===== config.mk =====
export PLATFORM = sky130hd
export DESIGN_NAME = alu_bist
export DESIGN_NICKNAME = d
export VERILOG_FILES = /design/src/rtl/alu_bist_pkg.sv /design/src/rtl/alu_bist_misr.sv /design/src/rtl/alu_bist.sv
export SDC_FILE = /design/constraint.sdc
export NUM_CORES = 1
export LEC_CHECK = 0
export ABC_AREA = 1
export CAP_MARGIN = 5
export CORE_UTILIZATION = 51
export CTS_BUF_LIST = sky130_fd_sc_hd__clkbuf_4
export DETAILED_ROUTE_END_ITERATION = 6
export PLACE_DENSITY_LB_ADDON = 0.05
export SYNTH_ARGS = -nofsm -noshare
export SYNTH_HDL_FRONTEND = slang
export SYNTH_SLANG_ARGS = --single-unit

===== constraint.sdc =====
create_clock -name clk -period 7.9 [get_ports clk]
set_input_delay 2.37 -clock clk [delete_from_list [all_inputs] [get_ports clk]]
set_output_delay 2.37 -clock clk [all_outputs]
set_load 0.02 [all_outputs]

===== src/rtl/alu_bist_pkg.sv =====
// Shared types and constants for the ALU self-test sequencer: FSM states,
// the fixed operand table and the default MISR polynomial/seed.
package alu_bist_pkg;

    typedef enum logic [1:0] {
        IDLE   = 2'd0,
        WAIT   = 2'd1,
        SAMPLE = 2'd2,
        FINISH = 2'd3
    } state_e;

    localparam int NUM_VEC = 9;
    localparam int VIDX_W  = $clog2(NUM_VEC);

    // Operand pairs in two's complement; negative entries written as raw hex.
    localparam logic [31:0] VEC_A [NUM_VEC] = '{
        32'd0,
        32'd1234567890,
        32'd2345678901,
        32'd30,
        32'd50,
        32'hFFFF_FFF6,
        32'd20,
        32'hFFFF_FFC4,
        32'hFFFF_FFC4
    };

    localparam logic [31:0] VEC_B [NUM_VEC] = '{
        32'd0,
        32'd876543021,
        32'd3456789012,
        32'd40,
        32'd40,
        32'd10,
        32'hFFFF_FFEC,
        32'hFFFF_FFCE,
        32'hFFFF_FFBA
    };

    localparam logic [31:0] DEF_MISR_POLY = 32'h04C1_1DB7;
    localparam logic [31:0] DEF_MISR_SEED = 32'hFFFF_FFFF;

endpackage


===== src/rtl/alu_bist_misr.sv =====
// Multiple-input signature register: shift-left with polynomial feedback,
// XOR-ing in one data word per enabled cycle. Resets to zero, not to the seed.
module alu_bist_misr
    import alu_bist_pkg::*;
#(
    parameter int               WIDTH     = 32,
    parameter logic [WIDTH-1:0] MISR_POLY = WIDTH'(DEF_MISR_POLY),
    parameter logic [WIDTH-1:0] MISR_SEED = WIDTH'(DEF_MISR_SEED)
) (
    input  logic             clk,
    input  logic             rst,
    input  logic             load_seed,
    input  logic             shift_en,
    input  logic [WIDTH-1:0] data_in,
    output logic [WIDTH-1:0] sig_out
);

    logic [WIDTH-1:0] sig_q;
    logic [WIDTH-1:0] sig_d;
    logic [WIDTH-1:0] feedback;

    always_comb begin
        feedback = sig_q[WIDTH-1] ? MISR_POLY : '0;
        sig_d    = sig_q;
        if (load_seed) begin
            sig_d = MISR_SEED;
        end else if (shift_en) begin
            sig_d = {sig_q[WIDTH-2:0], 1'b0} ^ feedback ^ data_in;
        end
    end

    always_ff @(posedge clk or posedge rst) begin
        if (rst) begin
            sig_q <= '0;
        end else begin
            sig_q <= sig_d;
        end
    end

    assign sig_out = sig_q;

endmodule


===== src/rtl/alu_bist.sv =====
// ALU self-test sequencer: sweeps every ctrl code over the operand table and
// compacts each result into a MISR. Define ALU_BIST_GOLDEN_CHECK_EN to grade against GOLDEN_SIG.
module alu_bist
    import alu_bist_pkg::*;
#(
    parameter int               WIDTH      = 32,
    parameter int               CTRL_W     = 4,
    parameter int               SETTLE     = 1,
    parameter logic [WIDTH-1:0] MISR_POLY  = WIDTH'(DEF_MISR_POLY),
    parameter logic [WIDTH-1:0] MISR_SEED  = WIDTH'(DEF_MISR_SEED),
    parameter logic [WIDTH-1:0] GOLDEN_SIG = '0
) (
    input  logic              clk,
    input  logic              rst,
    input  logic              start,
    output logic              busy,
    output logic              done,
    output logic [WIDTH-1:0]  alu_a,
    output logic [WIDTH-1:0]  alu_b,
    output logic [CTRL_W-1:0] alu_ctrl,
    input  logic [WIDTH-1:0]  alu_o,
    output logic [WIDTH-1:0]  signature,
    output logic [7:0]        vec_cnt,
    output logic              pass
);

    localparam int                SET_W       = (SETTLE > 1) ? $clog2(SETTLE) : 1;
    localparam logic [SET_W-1:0]  LAST_SETTLE = SET_W'((SETTLE > 0) ? SETTLE - 1 : 0);
    localparam logic [VIDX_W-1:0] LAST_VIDX   = VIDX_W'(NUM_VEC - 1);

    state_e              state_q, state_d;
    logic [SET_W-1:0]    settle_q, settle_d;
    logic [CTRL_W-1:0]   ctrl_q, ctrl_d, ctrl_nxt;
    logic [VIDX_W-1:0]   vidx_q, vidx_d, vidx_nxt;
    logic [WIDTH-1:0]    a_q, a_d;
    logic [WIDTH-1:0]    b_q, b_d;
    logic [7:0]          cnt_q, cnt_d;
    logic                pass_q, pass_d;
    logic                misr_load;
    logic                misr_shift;
    logic                last_sample;
    logic                golden_hit;
    logic [WIDTH-1:0]    sig;

    alu_bist_misr #(
        .WIDTH     (WIDTH),
        .MISR_POLY (MISR_POLY),
        .MISR_SEED (MISR_SEED)
    ) u_misr (
        .clk       (clk),
        .rst       (rst),
        .load_seed (misr_load),
        .shift_en  (misr_shift),
        .data_in   (alu_o),
        .sig_out   (sig)
    );

`ifdef ALU_BIST_GOLDEN_CHECK_EN
    // Grade the value the MISR is about to take on the final sample edge.
    logic [WIDTH-1:0] sig_next;
    assign sig_next   = {sig[WIDTH-2:0], 1'b0} ^ (sig[WIDTH-1] ? MISR_POLY : '0) ^ alu_o;
    assign golden_hit = (sig_next == GOLDEN_SIG);
`else
    assign golden_hit = 1'b0;
`endif

    assign last_sample = (ctrl_q == {CTRL_W{1'b1}}) && (vidx_q == LAST_VIDX);

    always_comb begin
        if (vidx_q == LAST_VIDX) begin
            vidx_nxt = '0;
            ctrl_nxt = ctrl_q + CTRL_W'(1);
        end else begin
            vidx_nxt = vidx_q + VIDX_W'(1);
            ctrl_nxt = ctrl_q;
        end
    end

    // start is a level sampled only in IDLE; done is a one-cycle pulse in FINISH and
    // busy covers WAIT/SAMPLE, so a start seen while busy or in FINISH is dropped.
    always_comb begin
        state_d    = state_q;
        settle_d   = settle_q;
        ctrl_d     = ctrl_q;
        vidx_d     = vidx_q;
        a_d        = a_q;
        b_d        = b_q;
        cnt_d      = cnt_q;
        pass_d     = pass_q;
        misr_load  = 1'b0;
        misr_shift = 1'b0;

        case (state_q)
            IDLE: begin
                if (start) begin
                    ctrl_d    = '0;
                    vidx_d    = '0;
                    a_d       = WIDTH'(VEC_A[0]);
                    b_d       = WIDTH'(VEC_B[0]);
                    cnt_d     = '0;
                    pass_d    = 1'b0;
                    settle_d  = '0;
                    misr_load = 1'b1;
                    state_d   = (SETTLE == 0) ? SAMPLE : WAIT;
                end
            end
            WAIT: begin
                if (settle_q == LAST_SETTLE) begin
                    settle_d = '0;
                    state_d  = SAMPLE;
                end else begin
                    settle_d = settle_q + SET_W'(1);
                end
            end
            SAMPLE: begin
                misr_shift = 1'b1;
                cnt_d      = cnt_q + 8'd1;
                if (last_sample) begin
                    pass_d  = golden_hit;
                    state_d = FINISH;
                end else begin
                    vidx_d  = vidx_nxt;
                    ctrl_d  = ctrl_nxt;
                    a_d     = WIDTH'(VEC_A[vidx_nxt]);
                    b_d     = WIDTH'(VEC_B[vidx_nxt]);
                    state_d = (SETTLE == 0) ? SAMPLE : WAIT;
                end
            end
            FINISH: begin
                state_d = IDLE;
            end
            default: begin
                state_d = IDLE;
            end
        endcase
    end

    always_ff @(posedge clk or posedge rst) begin
        if (rst) begin
            state_q  <= IDLE;
            settle_q <= '0;
            ctrl_q   <= '0;
            vidx_q   <= '0;
            a_q      <= '0;
            b_q      <= '0;
            cnt_q    <= '0;
            pass_q   <= 1'b0;
        end else begin
            state_q  <= state_d;
            settle_q <= settle_d;
            ctrl_q   <= ctrl_d;
            vidx_q   <= vidx_d;
            a_q      <= a_d;
            b_q      <= b_d;
            cnt_q    <= cnt_d;
            pass_q   <= pass_d;
        end
    end

    assign busy      = (state_q == WAIT) || (state_q == SAMPLE);
    assign done      = (state_q == FINISH);
    assign alu_a     = a_q;
    assign alu_b     = b_q;
    assign alu_ctrl  = ctrl_q;
    assign signature = sig;
    assign vec_cnt   = cnt_q;
    assign pass      = pass_q;

endmodule


**Word-level counts from Yosys, hierarchy flattened**

Memories as Yosys holds them, arrays and structs flattened.
Cells that the tools add are included.

- $add $sub $neg: 4
- $mul: 0
- Div/mod/pow operators: 0
- Order comparisons: 1
- Equal/unequal tests: 10
- Shift operators: 0
- Muxes and demuxes: 33
- Bitwise operators: 3
- Reduce and logical (&&, ||, !) cells: 12

Operators by type and width:

| kind | number |
|---|---|
| two-way mux 32 bit | 9 |
| one-hot mux 32 bit (2 select lines) | 2 |
| XOR 32 bit | 2 |
| two-way mux 27 bit | 1 |
| two-way mux 4 bit | 5 |
| one-hot mux 4 bit (2 select lines) | 2 |
| one-hot mux 8 bit (2 select lines) | 1 |
| inequality test 2 bit, second input constant | 5 |
| adder 4 x 1 -> 4 bit, second input constant | 2 |
| adder 8 x 1 -> 8 bit, second input constant | 1 |
| equality test 4 bit, second input constant | 2 |
| two-way mux 8 bit | 1 |
| one-hot mux 2 bit (4 select lines) | 1 |
| two-way mux 1 bit | 6 |
| two-way mux 2 bit | 3 |
| AND reduction 2 bit | 3 |
| AND reduction 3 bit | 2 |
| nonzero test 2 bit | 3 |
| >= comparator 5 bit, second input constant | 1 |
| inverter 4 -> 5 bit | 1 |
| equality test 2 bit, second input constant | 2 |
| one-hot mux 1 bit (2 select lines) | 2 |
| AND reduction 4 bit | 1 |
| equality test 2 x 1 -> 1 bit, second input constant | 1 |
| other kinds (4) | 4 |

- Bits in registers: 116
- Latch bits: 0
- Memory bits (writable): 0
- ROM bits: 1024
- Logic and storage cells: 74
- Memories kept: 2

Memories:

| name | words | width | read ports | clocked after Yosys merged registers in | write ports | RTL line | RTL |
|---|---|---|---|---|---|---|---|
| (no name shown) | 16 | 32 | 1 | 0 | 0 | alu_bist.sv:125 | `b_d = WIDTH'(VEC_B[vidx_nxt]);` |
| (no name shown) | 16 | 32 | 1 | 0 | 0 | alu_bist.sv:124 | `a_d = WIDTH'(VEC_A[vidx_nxt]);` |

**Longest topological paths before layout**

Gate-level depths: netlist of the first run.

- Depth after elaboration: 8
- Gate-level depth with buffers: 10
- Depth with buffers taken out: 10

**Cells and area by module**

A second synthesis of the first run with hierarchy kept.

- Cell total of the unflattened synthesis: 548
- Area, all modules: 4414.2 um2

Modules (own cells, without submodules):

| module | instances | cells each | area an instance (um2) |
|---|---|---|---|
| alu_bist | 1 | 301 | 2489.9 |
| alu_bist_misr | 1 | 247 | 1924.3 |

**Worst setup path after synthesis of the first run**

Ideal clock, no wire load.

- Path type: input to register
- Start: in start
- End: reg u_misr.sig_q[10], in the netlist u_misr.sig_out[10]
- Setup time: 0.113 ns
- Arrival: 3.073 ns
- Data required time: 7.787 ns
- Slack: 4.714 ns
- Cell stages on the path: 7
- Cells stage by stage: nand2_1 > inv_2 > nor2_2 > buf_2 > nand2_1 > nand2_1 > inv_1

- Word-level cells in the longest chain between the ends: 3

Ends and longest elaborated chain:

| item | RTL line | RTL |
|---|---|---|
| from (decl) | alu_bist.sv:15 | `input logic start,` |
| two-way mux 1 bit * | alu_bist.sv:95 | `if (start) begin` |
| two-way mux 1 bit * | alu_bist.sv:93 | `case (state_q)` |
| two-way mux 32 bit or nonzero test 2 bit (tied branches) | - |  |
| to (signal assigned) | alu_bist_misr.sv:36 | `sig_q <= sig_d;` |
| to (decl) | alu_bist_misr.sv:18 | `logic [WIDTH-1:0] sig_q;` |

Mark *: on every way between the ends. The rest lies on a longest branch, timed or not.
A chain may end at the register's enable or synchronous reset.

**Worst setup path after layout of the first run**

- Start: reg u_misr.sig_q[31], in the netlist u_misr.sig_out[31]
- End: out signature[31]

RTL lines:

| item | RTL line | RTL |
|---|---|---|
| to (decl) | alu_bist.sv:22 | `output logic [WIDTH-1:0] signature,` |

No word-level cell between the ends.

==> flow_summary.yaml, run 1 <==
finish:
  antenna_cells: 0
  layout-drive-gt1-share_pct: 8.26
  area.growth.synth_to_final_pct: 29.6
  nets: 684
drt:
  num_vias: 3742
  wl_mm: 9.93
  drt_iter0_drc: 170
  antenna_left: 0
  drt_drc_violations_left: 0
  wl_per_cell_um: 13.3
  vias_per_cell: 5.01
  drt_first_pass_iters: 4
cts:
  cts_buffers: 9
  cts_tree: "built"
  postCtsSetupRepairBufs: 0
  ctsHoldBuffers: 0
  cts_resized: 0
  h-tree-depth: 3
  insertion_delay_ns: 0.42
  cts.clk_slew.worst_paths_ns: 0.13
  cts.sinks: 70
  clk_path_buf_depth: 2
  clockRootBuffer: "clkbuf_4"
global_route:
  grt_max_degree: 71
  overflow: 0
  grt_pass1_vias: 3337
  grt_usage_pct: 23.2
  antenna_found_initial: 0
  grt_pass1_wl_mm: 15.8
critical_path:
  slowest_stage: "dfrtp_1"
  critical_path_buf_inv_count: 1
  path_depth: 1
  crit_path_max_fanout: 16
  r2r-start: "vidx_q[0]$_DFFE_PP0P_"
  worstPathRequired_ns: 5.53
  path_class: "reg2out"
  critical_path.cell_chain: "clkdlybuf4s50_1"
  r2r_setup_slack_ns: 5.88
  cpPeakStageDelay_ns: 0.77
  critPathTopFamily: "flip-flops"
  r2r_cells: 10
  critPathLaunchType: "flip-flop"
  cp-end-kind: "primary output"
  r2r_end: "alu_a[30]$_DFFE_PP0P_"
  critPathArrivalTime_ns: 1.92
job:
  max_cap_violations: 0
die:
  dieHeight_um: 93.9
  rows: 33
  die_x_um: 93.9
  core_um2: 8220
  pin_count: 146
  start_util_pct: 52.5
  dieArea_um2: 8820
pwr:
  leakagePower_nw: 2.72
  total_power_mw: 1.35
  power.density_nw_per_um2: 242
  irDropWorstVdd_uv: 197
sta:
  max_freq_mhz: 233
  holdWs_ns: 0.495
  relSlewSlack_pct: 39.8
  setup_viol: 0
  skew_ns: 0.0144
  worstMarginPinSlew_ns: 0.904
  finalHoldViolCount: 0
  post-route-period-util_pct: 54.3
  setup-tns-final_ns: 0
  period_minus_slack_ns: 4.29
  finalMaxSlewViolations: 0
  rsz0062_at_grt: "false"
logic_synthesis:
  synth_area_um2: 4310
  syn_nets: 586
  syn_inst: 539
  seq_area_frac_synth_pct: 40.6
  synth.distinct_cells: 33
  avgSynthCellArea_um2: 8.00
  yosys_warnings: 0
  ys_ff_latch: 70
placed_design:
  port_buffers: 144
  hpwl_mm: 7.23
  gp_congestion: 0.807
worst_hold_path:
  hold_class: "reg2reg"
  hold_path_depth: 2
  hold_end: "alu_a[5]$_DFFE_PP0P_"
  min-delay-start: "alu_a[5]$_DFFE_PP0P_"
outcome:
  status: "finished clean"
[cell usage in the layout (no fill, tap or decap), types with 9 or more instances in the layout]
cell / count
nor3_1: 18
nor2_1: 9
xnor2_1: 25
nand3_1: 38
a21oi_1: 21
nand3_2: 12
ha_1: 12
clkdlybuf4s50_1: 144
inv_1: 68
clkbuf_4: 9
dfrtp_1: 70
nand2_1: 152
[worst max path at each step]
stage          slack, ns                           start                             to
2_1_floorplan       3.76                             rst           alu_a[0]$_DFFE_PP0P_
3_3_place_gp        3.88                           start  u_misr.sig_out[3]$_DFFE_PP0P_
3_5_place_dp        3.82                           start  u_misr.sig_out[7]$_DFFE_PP0P_
4_1_cts             3.59  u_misr.sig_out[31]$_DFFE_PP0P_                  signature[31]
5_1_grt             3.54  u_misr.sig_out[31]$_DFFE_PP0P_                  signature[31]
6_report            3.61  u_misr.sig_out[31]$_DFFE_PP0P_                  signature[31]
[through the flow]
stage	area, um^2	setup WS, ns	cells	utilization [%]
6_report	5590	3.61	747	68.0
5_1_grt	5590	3.54	747	68.0
4_1_cts	5590	3.59	747	68.0
3_5_place_dp	5450	3.82	731	66.4
3_3_place_gp	5450	3.88	731	66.4
2_1_floorplan	4310	3.76	539	-
[cell type report]
| type | count | area [um^2] |
|---|---|---|
| Clock buffer | 9 | 67.6 |
| Multi-Input combinational cell | 335 | 1830 |
| Inverter | 74 | 280 |
| Clock inverter | 7 | 65.1 |
| Sequential cell | 70 | 1750 |
| Fill cell | 703 | 2630 |
| Timing Repair Buffer | 147 | 1460 |
| Tap cell | 105 | 131 |
[flip-flops by register name, summed over array words and instances (netlist names)]
name / cells
vec_cnt: 8
alu_ctrl: 4
u_misr.sig_out: 32
state_q: 2
alu_b: 10
vidx_q: 4
alu_a: 10
[synth_stat cells (all sizes together)]
master	n	area share [%]
nor2	14	1.6
a21oi	21	2.4
inv	74	6.5
conb	1	0.087
o22ai	1	0.15
dfrtp	70	41
nand2	164	16
a21o	7	1.2
xnor2	25	5.1
a22o	1	0.20
nand4	6	0.87
nor3	18	2.1
a31oi	1	0.15
or2	1	0.15
o21ai	8	0.93
nand3b	2	0.35
buf	58	10
clkbuf	2	0.17
and3	1	0.15
ha	12	3.5
nand3	50	7.2
a22oi	2	0.35
[cells by family (layout without fill, tap and decap cells)]
logic type	count (synthesis)	in the layout	share of synthesized area, %
AO/OA/AOI/OAI	41	41	5.43
flip-flops	70	70	40.6
buffers and inverters	134	237	17.0
XOR/XNOR	25	25	5.08
AND/OR/NAND/NOR	256	256	28.3
other	1	1	0.0870
adder cells (fa/ha/maj)	12	12	3.48
[power by group]
part           switching [mW]  total, mW  internal, mW
Sequential              0.102      0.545         0.443
Clock                   0.134      0.227        0.0936
Combinational           0.295      0.577         0.283
Total                   0.530       1.35         0.819
[worst register-to-register path, stage by stage, from the launching register on]
cell and delay (ns):
dfrtp_1 0.46, inv_1 0.17, ha_1 0.26, nand3_2 0.19, nand2_1 0.23, inv_1 0.07, ha_1 0.18, nand3_1 0.14
nand2_1 0.07, nand2_1 0.07, nand3_1 0.07
[routing by layer]
| layer | part of all wire [%] | vias up | global-route usage (%) | wire length [um] |
|---|---|---|---|---|
| li1 | - | 1835 | - | - |
| met1 | 43 | 1739 | 29.9 | 4280 |
| met2 | 49 | 148 | 38.6 | 4820 |
| met3 | 6.2 | 20 | 3.96 | 616 |
| met4 | 2.2 | 0 | 9.74 | 217 |
| met5 | 0 | - | 0 | 0 |
(Power assumes the default switching activity.)
==> inputs of run 2 (changes only) <==
CORE_UTILIZATION = 48   (was 51)
clock period = 4 ns   (was 7.9 ns; I/O delays follow)
==> run 2 against run 1 <==
Effect of this change:
- clock power increased by 130%
- critical path depth increased by 2
- via count decreased by 0.59%
- die area increased by 6.1%
- combinational power increased by 100%
- register-to-register slack got worse by 4.1 ns
- hold slack got worse by 0.0060 ns
- core utilization decreased by 3.4 points
- clock-buffer cell count increased by 2
- worst setup slack got worse by 2.6 ns
- power increased by 100%
- cell area increased by 0.85%
- critical endpoint is now busy
- largest cell class unchanged
- highest routed layer unchanged
==> flow_summary.yaml, run 2 (synthesis gave the netlist of run 1 again) <==
outcome:
  status: "finished clean"
global_route:
  grt_pass1_wl_mm: 16.4
  grt_pass1_vias: 3474
  grt_usage_pct: 21.5
  grt_max_degree: 39
  antenna_found_initial: 0
  overflow: 0
die:
  dieHeight_um: 96.8
  rows: 34
  dieArea_um2: 9360
  core_um2: 8720
  pin_count: 146
  die_x_um: 96.8
  start_util_pct: 49.4
critical_path:
  r2r_cells: 9
  cp-end-kind: "primary output"
  path_class: "reg2out"
  cp-startpoint: "state_q[1]$_DFFE_PP0P_"
  slowest_stage: "clkdlybuf4s50_1"
  r2r_end: "u_misr.sig_out[8]$_DFFE_PP0P_"
  critPathArrivalTime_ns: 1.77
  r2r-start: "state_q[0]$_DFFE_PP0P_"
  critical_path.cell_chain: "inv_1, ha_1, clkdlybuf4s50_1"
  crit_path_max_fanout: 5
  r2r_setup_slack_ns: 1.77
  critPathLaunchType: "flip-flop"
  worstPathRequired_ns: 2.80
  cpPeakStageDelay_ns: 0.59
finish:
  final_common_cell: "nand2_1"
  design_area_um2: 5630
  final_cell_mix: "nand2_1, clkdlybuf4s50_1, dfrtp_1, inv_1, nand3_1"
  area.growth.synth_to_final_pct: 30.7
  fin_util_pct: 64.6
  fin_cells: 751
  antenna_cells: 0
  nets: 685
  fill_cells: 767
  largest_reg_flops: 32
  layout-drive-gt1-share_pct: 8.55
placed_design:
  hpwl_mm: 7.12
  dp.cells: 735
  port_buffers: 144
  dpl-instance-area_um2: 5480
  gp_congestion: 0.800
cts:
  clockRootBuffer: "clkbuf_4"
  ctsHoldBuffers: 0
  clk_path_buf_depth: 2
  cts.clk_slew.worst_paths_ns: 0.12
  h-tree-depth: 3
  insertion_delay_ns: 0.40
  cts_buffers: 9
  cts_tree: "built"
  cts.sinks: 70
  cts_resized: 0
  postCtsSetupRepairBufs: 0
worst_hold_path:
  min-delay-start: "alu_a[3]$_DFFE_PP0P_"
  hold_path_depth: 2
  hold_class: "reg2reg"
  hold_end: "alu_a[3]$_DFFE_PP0P_"
drt:
  drt_iter0_drc: 200
  antenna_left: 0
  wl_mm: 9.73
  wl_per_cell_um: 13.0
  num_vias: 3720
  vias_per_cell: 4.95
  drt_first_pass_iters: 4
  drt_drc_violations_left: 0
pwr:
  irDropWorstVdd_uv: 363
  power.density_nw_per_um2: 484
  total_power_mw: 2.72
  leakagePower_nw: 2.75
sta:
  worstMarginPinSlew_ns: 0.717
  rsz0062_at_grt: "false"
  period_minus_slack_ns: 2.97
  post-route-period-util_pct: 74.3
  relSlewSlack_pct: 52.1
  finalHoldViolCount: 0
  setup_viol: 0
  skew_ns: 0.0196
  max_freq_mhz: 336
  finalMaxSlewViolations: 0
  setup-tns-final_ns: 0
job:
  max_cap_violations: 0
[run 2: cell count changes in the layout (fill, tap and decap cells not counted)]
cell        change
buf_12          +1
bufinv_16       +1
clkbuf_4        +2
clkinv_1        -1
clkinv_2        +1
clkinvlp_4      -3
[run 2: how the worst max path moves through the flow]
stage | to | slack (ns) | cells past startpoint
2_1_floorplan | alu_a[0]$_DFFE_PP0P_ | 1.03 | 1
4_1_cts | busy | 1.00 | 3
5_1_grt | busy | 0.94 | 3
3_3_place_gp | u_misr.sig_out[7]$_DFFE_PP0P_ | 1.15 | 7
3_5_place_dp | u_misr.sig_out[1]$_DFFE_PP0P_ | 1.12 | 7
6_report | busy | 1.03 | 3
[run 2: metal layers]
layer	GRT usage, %	up-vias	part of all wire [%]
met5	0	-	0
met4	6.20	0	1.6
met3	3.90	13	5.3
met2	35.6	141	47
met1	28.7	1725	46
li1	-	1841	-
[run 2: layout make-up]
class	count	area [um^2]	area share (%)
clock buffer	11	82.6	1.47
clock inverter	5	73.8	1.31
inverter	74	280	4.98
multi-input combinational	335	1830	32.4
sequential	70	1750	31.1
tap	108	135	2.40
timing repair buffer	148	1480	26.3
[run 2: per-stage QoR]
| step | setup slack, ns | hold WS (ns) |
|---|---|---|
| 5_1_grt | 0.945 | 0.515 |
| 2_1_floorplan | 1.03 | 0.507 |
| 4_1_cts | 1.00 | 0.496 |
| 6_report | 1.03 | 0.489 |
| 3_5_place_dp | 1.12 | 0.465 |
| 3_3_place_gp | 1.15 | 0.466 |
[run 2: report_power, final]
group	switching [mW]	internal, mW	total (mW)	leakage [nW]
logic	0.603	0.567	1.17	1.83
clock network	0.247	0.264	0.511	0.0883
registers	0.168	0.875	1.04	0.831
total	1.02	1.71	2.72	2.75
[run 2: worst max-delay path, delay by kind of cell, from the launching register on]
family,cells,cell delay [ns]
fa+ha+maj,1,0.27
flops,1,0.45
buf+inv,2,0.66
